<file path="config.mk">
export PLATFORM = sky130hd
export DESIGN_NAME = serial_addsub
export DESIGN_NICKNAME = d
export VERILOG_FILES = /design/src/rtl/serial_addsub_pkg.sv /design/src/rtl/serial_addsub_digit_adder.sv /design/src/rtl/serial_addsub.sv
export SDC_FILE = /design/constraint.sdc
export NUM_CORES = 1
export LEC_CHECK = 0
export ABC_AREA = 1
export CORE_ASPECT_RATIO = 0.6
export CORE_MARGIN = 2
export CORE_UTILIZATION = 53
export CTS_CLUSTER_DIAMETER = 30
export DETAILED_ROUTE_END_ITERATION = 12
export PLACE_DENSITY = 0.84
export SYNTH_ARGS = -nofsm -noshare
export SYNTH_HDL_FRONTEND = slang
export SYNTH_SLANG_ARGS = --single-unit
</file>
<file path="constraint.sdc">
create_clock -name clk -period 3.5 [get_ports clk]
set_input_delay 1.05 -clock clk [delete_from_list [all_inputs] [get_ports clk]]
set_output_delay 1.05 -clock clk [all_outputs]
set_load 0.02 [all_outputs]
</file>
<file path="src/rtl/serial_addsub_pkg.sv">
// Shared types and helpers for the digit-serial adder/subtractor.
package serial_addsub_pkg;

  typedef enum logic [1:0] {
    IDLE = 2'd0,
    RUN  = 2'd1,
    DONE = 2'd2
  } state_t;

  // Counter width for n digits; never narrower than one bit.
  function automatic int cnt_width(input int n);
    return (n > 1) ? $clog2(n) : 1;
  endfunction

endpackage

</file>
<file path="src/rtl/serial_addsub_digit_adder.sv">
// Combinational DIGIT-bit ripple adder built from 1-bit full-adder cells.
module digit_adder
  import serial_addsub_pkg::*;
#(
  parameter int DIGIT = 4
) (
  input  logic [DIGIT-1:0] a,
  input  logic [DIGIT-1:0] b,
  input  logic             cin,
  output logic [DIGIT-1:0] s,
  output logic             cout,
  output logic             cmsb
);

  logic [DIGIT:0] c_s;

  assign c_s[0] = cin;

  for (genvar i = 0; i < DIGIT; i++) begin : g_fa
    assign s[i]       = a[i] ^ b[i] ^ c_s[i];
    assign c_s[i + 1] = (a[i] & b[i]) | (c_s[i] & (a[i] ^ b[i]));
  end

  assign cout = c_s[DIGIT];
  assign cmsb = c_s[DIGIT-1];

endmodule

</file>
<file path="src/rtl/serial_addsub.sv">
// Digit-serial add/subtract: one DIGIT-bit slice per cycle, LSB slice first,
// result published atomically on the last slice.
module serial_addsub
  import serial_addsub_pkg::*;
#(
  parameter int WIDTH = 16,
  parameter int DIGIT = 4
) (
  input  logic             clk,
  input  logic             rst,
  input  logic             start,
  input  logic             sub,
  input  logic [WIDTH-1:0] a,
  input  logic [WIDTH-1:0] b,
  output logic             busy,
  output logic             done,
  output logic [WIDTH-1:0] sum,
  output logic             cout,
  output logic             ovf
);

  localparam int NDIG = WIDTH / DIGIT;
  localparam int CW   = cnt_width(NDIG);

  state_t           state_r;
  state_t           state_next_s;
  logic [WIDTH-1:0] a_r;
  logic [WIDTH-1:0] b_r;
  logic [WIDTH-1:0] res_r;
  logic [WIDTH-1:0] res_shift_s;
  logic             carry_r;
  logic [CW-1:0]    cnt_r;
  logic [DIGIT-1:0] dsum_s;
  logic             dcout_s;
  logic             dcmsb_s;
  logic             last_s;

  digit_adder #(.DIGIT(DIGIT)) u_digit (
    .a    (a_r[DIGIT-1:0]),
    .b    (b_r[DIGIT-1:0]),
    .cin  (carry_r),
    .s    (dsum_s),
    .cout (dcout_s),
    .cmsb (dcmsb_s)
  );

  assign last_s = (cnt_r == CW'(NDIG - 1));

  // Slice result enters at the top so the LSB slice ends up at bit 0.
  always_comb begin
    res_shift_s = res_r >> DIGIT;
    res_shift_s[WIDTH-1 -: DIGIT] = dsum_s;
  end

  // State register.
  always_ff @(posedge clk or posedge rst) begin
    if (rst) begin
      state_r <= IDLE;
    end else begin
      state_r <= state_next_s;
    end
  end

  // Next-state logic.
  always_comb begin
    state_next_s = state_r;
    case (state_r)
      IDLE:    state_next_s = start ? RUN : IDLE;
      RUN:     state_next_s = last_s ? DONE : RUN;
      DONE:    state_next_s = IDLE;
      default: state_next_s = IDLE;
    endcase
  end

  // Status outputs decoded from the state register.
  always_comb begin
    busy = (state_r == RUN);
    done = (state_r == DONE);
  end

  // Operand shifters, carry, digit counter and result registers.
  always_ff @(posedge clk or posedge rst) begin
    if (rst) begin
      a_r     <= {WIDTH{1'b0}};
      b_r     <= {WIDTH{1'b0}};
      res_r   <= {WIDTH{1'b0}};
      carry_r <= 1'b0;
      cnt_r   <= {CW{1'b0}};
      sum     <= {WIDTH{1'b0}};
      cout    <= 1'b0;
      ovf     <= 1'b0;
    end else begin
      case (state_r)
        IDLE: begin
          if (start) begin
            // Subtraction is a + ~b + 1.
            a_r     <= a;
            b_r     <= b ^ {WIDTH{sub}};
            carry_r <= sub;
            cnt_r   <= {CW{1'b0}};
            res_r   <= {WIDTH{1'b0}};
          end
        end
        RUN: begin
          a_r     <= a_r >> DIGIT;
          b_r     <= b_r >> DIGIT;
          carry_r <= dcout_s;
          res_r   <= res_shift_s;
          cnt_r   <= cnt_r + CW'(1);
          if (last_s) begin
            sum  <= res_shift_s;
            cout <= dcout_s;
            ovf  <= dcout_s ^ dcmsb_s;
          end
        end
        default: begin
        end
      endcase
    end
  end

endmodule

</file>
# Word level (Yosys, flattened, before mapping)
# Cells that the tools add are included.
[word_totals] input_bits=36 register_bits=71 output_inout_bits=20 wordCells=53
[op_classes] n_bitwise=22 addsub=1 n_mux=13 eq_ne=4 reduce_logical=4
[op_table] op="$pmux 16 s2" count=3
[op_table] op="$mux 16" count=3
[op_table] op="$xor 16x16->16" count=1
[op_table] op="$xor 1x1->1" count=9
[op_table] op="$and 1x1->1" count=8
[op_table] op="$pmux 2 s2" count=2
[op_table] op="$eq 2x2->1 const B" count=2
[op_table] op="$mux 2" count=2
[op_table] op="$or 1x1->1" count=4
[op_table] op="$reduce_and 2->1" count=2
[op_table] op="$add 2x1->2 const B" count=1
[op_table] op="$eq 2x1->1 const B" count=1
[op_table] op="$logic_not 2->1" count=1
[op_table] op="$mux 1" count=2
[op_table] op="$ne 2x2->1 const B" count=1
[op_table] op="$pmux 1 s2" count=1
[op_table] op="$reduce_bool 2->1" count=1

# Longest topological paths before layout
[depth] word_depth=10 ltp_mapped=12 depth_no_buf=12

# By module
# A second synthesis with hierarchy kept.
[unflattened] hier_cells=405 hier_area_um2=3270.6
[modules_own_cells] mod="serial_addsub" instances=1 seq_area_each_um2=1676.6 cells_per_inst=393 area_per_inst_um2=3160.5
[modules_own_cells] mod="digit_adder" instances=1 seq_area_each_um2=0.0 cells_per_inst=12 area_per_inst_um2=110.1

# Worst setup path before layout
# Ideal clock, no wire load.
[synth_path] kind="register to register" from="register a_r[0]" to="register res_r[15]" path_slack_ps=1400 n_path_buf=0 setup_ps=83 path_stages_with_launch=9 t_arrival_ps=2018 period_less_slack_ps=2100 cell_sequence="dfrtp_1 -> inv_1 -> fa_1 -> inv_1 -> fa_1 -> fa_1 -> inv_1 -> fa_1 -> o21ai_0"
[synth_between] elab_chain_len=9
[synth_rtl] item="from (decl)" line_no="serial_addsub.sv:27" source="logic [WIDTH-1:0] a_r;"
[synth_rtl] item="from (signal assigned)" line_no="serial_addsub.sv:84" source="a_r <= {WIDTH{1'b0}};"
[synth_rtl] item="from (signal assigned)" line_no="serial_addsub.sv:105" source="a_r <= a_r >> DIGIT;"
[synth_rtl] item="$xor 1x1->1" line_no="serial_addsub_digit_adder.sv:21" source="assign c_s[i + 1] = (a[i] & b[i]) | (c_s[i] & (a[i] ^ b[i]));"
[synth_rtl] item="$and 1x1->1" line_no="serial_addsub_digit_adder.sv:21"
[synth_rtl] item="$or 1x1->1 (*)" line_no="serial_addsub_digit_adder.sv:21"
[synth_rtl] item="$and 1x1->1 (*)" line_no="serial_addsub_digit_adder.sv:21"
[synth_rtl] item="$or 1x1->1 (*)" line_no="serial_addsub_digit_adder.sv:21"
[synth_rtl] item="$and 1x1->1 (*)" line_no="serial_addsub_digit_adder.sv:21"
[synth_rtl] item="$or 1x1->1 (*)" line_no="serial_addsub_digit_adder.sv:21"
[synth_rtl] item="$xor 1x1->1 (*)" line_no="serial_addsub_digit_adder.sv:20" source="assign s[i] = a[i] ^ b[i] ^ c_s[i];"
[synth_rtl] item="$pmux 16 s2 (*)" line_no="serial_addsub.sv:93" source="case (state_r)"
[synth_rtl] item="to (signal assigned)" line_no="serial_addsub.sv:86" source="res_r <= {WIDTH{1'b0}};"
[synth_rtl] item="to (signal assigned)" line_no="serial_addsub.sv:101" source="res_r <= {WIDTH{1'b0}};"
[synth_rtl] item="to (signal assigned)" line_no="serial_addsub.sv:108" source="res_r <= res_shift_s;"
[synth_rtl] item="to (decl)" line_no="serial_addsub.sv:29" source="logic [WIDTH-1:0] res_r;"
# Every way passes the cells marked *; elsewhere a longest branch is shown, timed or not.
# A chain may end at the register's enable or synchronous reset.

# Worst setup path in the final report
[layout_path] from="register state_r[1]" to="output busy"
[layout_between] elab_chain_len=1
[layout_rtl] item="from (decl)" line_no="serial_addsub.sv:25" source="state_t state_r;"
[layout_rtl] item="from (signal assigned)" line_no="serial_addsub.sv:60" source="state_r <= state_next_s;"
[layout_rtl] item="$eq 2x1->1" line_no="serial_addsub.sv:77" source="busy = (state_r == RUN);"
[layout_rtl] item="to (decl)" line_no="serial_addsub.sv:15" source="output logic busy,"
# Every way passes these cells.

==> reports/metrics.yaml <==
outcome: "completed"
p_total_uw: 3413
synth_top_area_share: 0.5247
ys_warn_count: 0
synth_seq_cells: 67
p_leak_uw: 0.002084
fp.dieH_um: 64.15
finalClockSkew_ps: 4.120
cts_tree: "done"
hpwl_um: 4745
cts_root_buf: "clkbuf_8"
grt_usage: 0.2328
wl_met3_um: 424
hp-class: "flip-flop to flip-flop"
clock_path_buffers: 2
num_rows: 21
max_slew.worst_pin.slew_ps: 550.2
yosys.cell_types.count: 18
post_synth_instance_area_mm2: 0.003196
async_flop_share: 1.000
synth.most_common_cell: "nand2_1"
area_growth_pct: 24.90
n_antenna_cell: 0
yosysTopAreaCell: "dfrtp_1"
post-route-period-util: 0.8223
rsz0062_at_grt: "false"
cp_top_family: "buffers and inverters"
crit_buf_inv: 1
fin_crit_ps: 2878
grt_start_max_net_pins: 48
grt_pass1_vias: 2624
die-width_um: 104.2
final_max_slew_viol_count: 0
cts.clk_slew.worst_paths_ps: 70
hold_viol: 0
netlist_instances: 407
synthTopCellsByArea: "dfrtp_1 (52%), nand2_1 (25%), inv_1 (4.5%), nand3_1 (4.1%), o21ai_0 (4.1%)"
syn_area_per_cell_um2: 7.852
synth_common_cells: "nand2_1 (211), dfrtp_1 (67), inv_1 (38)"
synth_flop_cell: "dfrtp_1"
cts_resized: 0
antenna_found_initial: 0
wl_met2_um: 3042
ir_worst_vdd_v: 0.0003334
slew-limit-headroom: 0.6319
crit_type: "flip-flop to output port"
cp_cell_sequence: "nor2_4, clkdlybuf4s50_1"
setup_viol_count_final: 0
numCtsBuffers: 9
drtPass1Iterations: 7
ant_nets: 0
critical-path-slowest-cell: "clkdlybuf4s50_1"
wl_met1_um: 3313
cp-end-kind: "output port"
coreArea_mm2: 0.005702
required_ps: 2450
p_per_area_mw_per_mm2: 855.2
clock-sinks: 67
nNetsFinal: 500
die_area_mm2: 0.006687
path_max_fanout: 15
final.setup.tns_ps: 0
grt_pass1_wl_um: 11960
start_util: 0.5605
rrSetupSlack_ps: 1230
cts-hold-fix-buffers: 0
drc: 0
drive_gt1_frac: 0.06250
dr_total_vias: 2677
fmax_mhz: 347.5
wirelength_um: 6865
dr.max_layer_used: "met4"
wl_per_cell_um: 12.62
synth_edf_count: 0
synth.net_count: 448
postCtsSetupBuffers: 0
cp_slowest_stage_delay_ps: 670
worstPathArrival_ps: 1830
pin_count: 56
drt_iter0_markers: 149
viasPerCell: 4.921
grt-ovfl-total: 0
drv_cap: 0
gp_congestion: 0.8465
clock_latency_ps: 350
portBuffers: 55
start_kind: "flip-flop"
htree_levels: 3
yosysSeqAreaShare: 0.5247
==> logic make-up (layout without fill, tap and decap cells) <==
kind of cell	Yosys count	in the layout	share of synthesized area
adders and majority gates	5	5	0.02897
and+or+nand+nor	243	243	0.3019
buffers and inverters	59	116	0.08927
AOI/OAI and AO/OA	33	33	0.05521
DFF	67	67	0.5247
==> metrics by stage <==
step | worst slack, ps | hold slack (ps) | std cells | cell area (um^2) | util
after global routing | 554.4 | 508.7 | 544 | 3991 | 0.7000
final | 622.0 | 479.2 | 544 | 3991 | 0.7000
after global placement | 1017 | 455.6 | 528 | 3751 | 0.6579
after CTS | 605.7 | 479.8 | 544 | 3991 | 0.7000
after detailed placement | 998.1 | 463.3 | 528 | 3751 | 0.6579
after floorplan | 766.8 | 442.2 | 407 | 3196 | -
==> per-layer routing <==
metal	track usage	vias to the layer above
li1	-	1342
met4	0.07601	0
met1	0.3054	1255
met2	0.3610	70
met3	0.08878	10
met5	0	-
==> state kept, by name, summed over array words and instances, names as in the netlist, 2 cells and up <==
signal	count
res_r	12
a_r	16
b_r	16
state_r	2
cnt_r	2
sum	16
==> power by group <==
group	total (uW)	internal, uW	switching, uW
sequential	1290	1100	188
combinational	1350	514	839
clock	770	471	299
total	3410	2090	1330
==> final cells by class <==
type | count | area, um^2
clock buffer | 9 | 123.9
fill | 453 | 1710
sequential | 67 | 1677
timing repair buffer | 60 | 588.1
inverter | 40 | 152.6
tap | 80 | 100.1
clock inverter | 7 | 116.4
multi-input combinational | 281 | 1234
==> worst register-to-register path: stages, from the launching register on <==
cell,delay (ps)
dfrtp_1,390
inv_1,80
fa_1,180
inv_1,50
fa_1,370
fa_1,410
inv_1,110
fa_1,430
o21ai_0,170
==> layout by cell type, fill, tap and decap left out, types with 3 or more instances in the layout <==
cell | synthesis | routed
clkbuf_8 | 0 | 9
dfrtp_1 | 67 | 67
inv_1 | 38 | 37
clkdlybuf4s50_1 | 0 | 55
o21ai_1 | 6 | 6
bufinv_16 | 0 | 3
fa_1 | 4 | 4
o21ai_0 | 26 | 26
nand2_1 | 211 | 211
buf_4 | 3 | 5
nand3_1 | 26 | 26
==> final timing paths <==
kind	from	endpoint	depth (start not counted)
worst min-delay path	res_r[6]	sum[2]	2
max in group asynchronous	rst	a_r[7]	3
worst max-delay path	state_r[1]	busy	2
worst min register to register	res_r[6]	sum[2]	2
min in group asynchronous	rst	sum[13]	2
worst max register to register	a_r[0]	res_r[15]	8
Power figures use the tool's default switching activity.
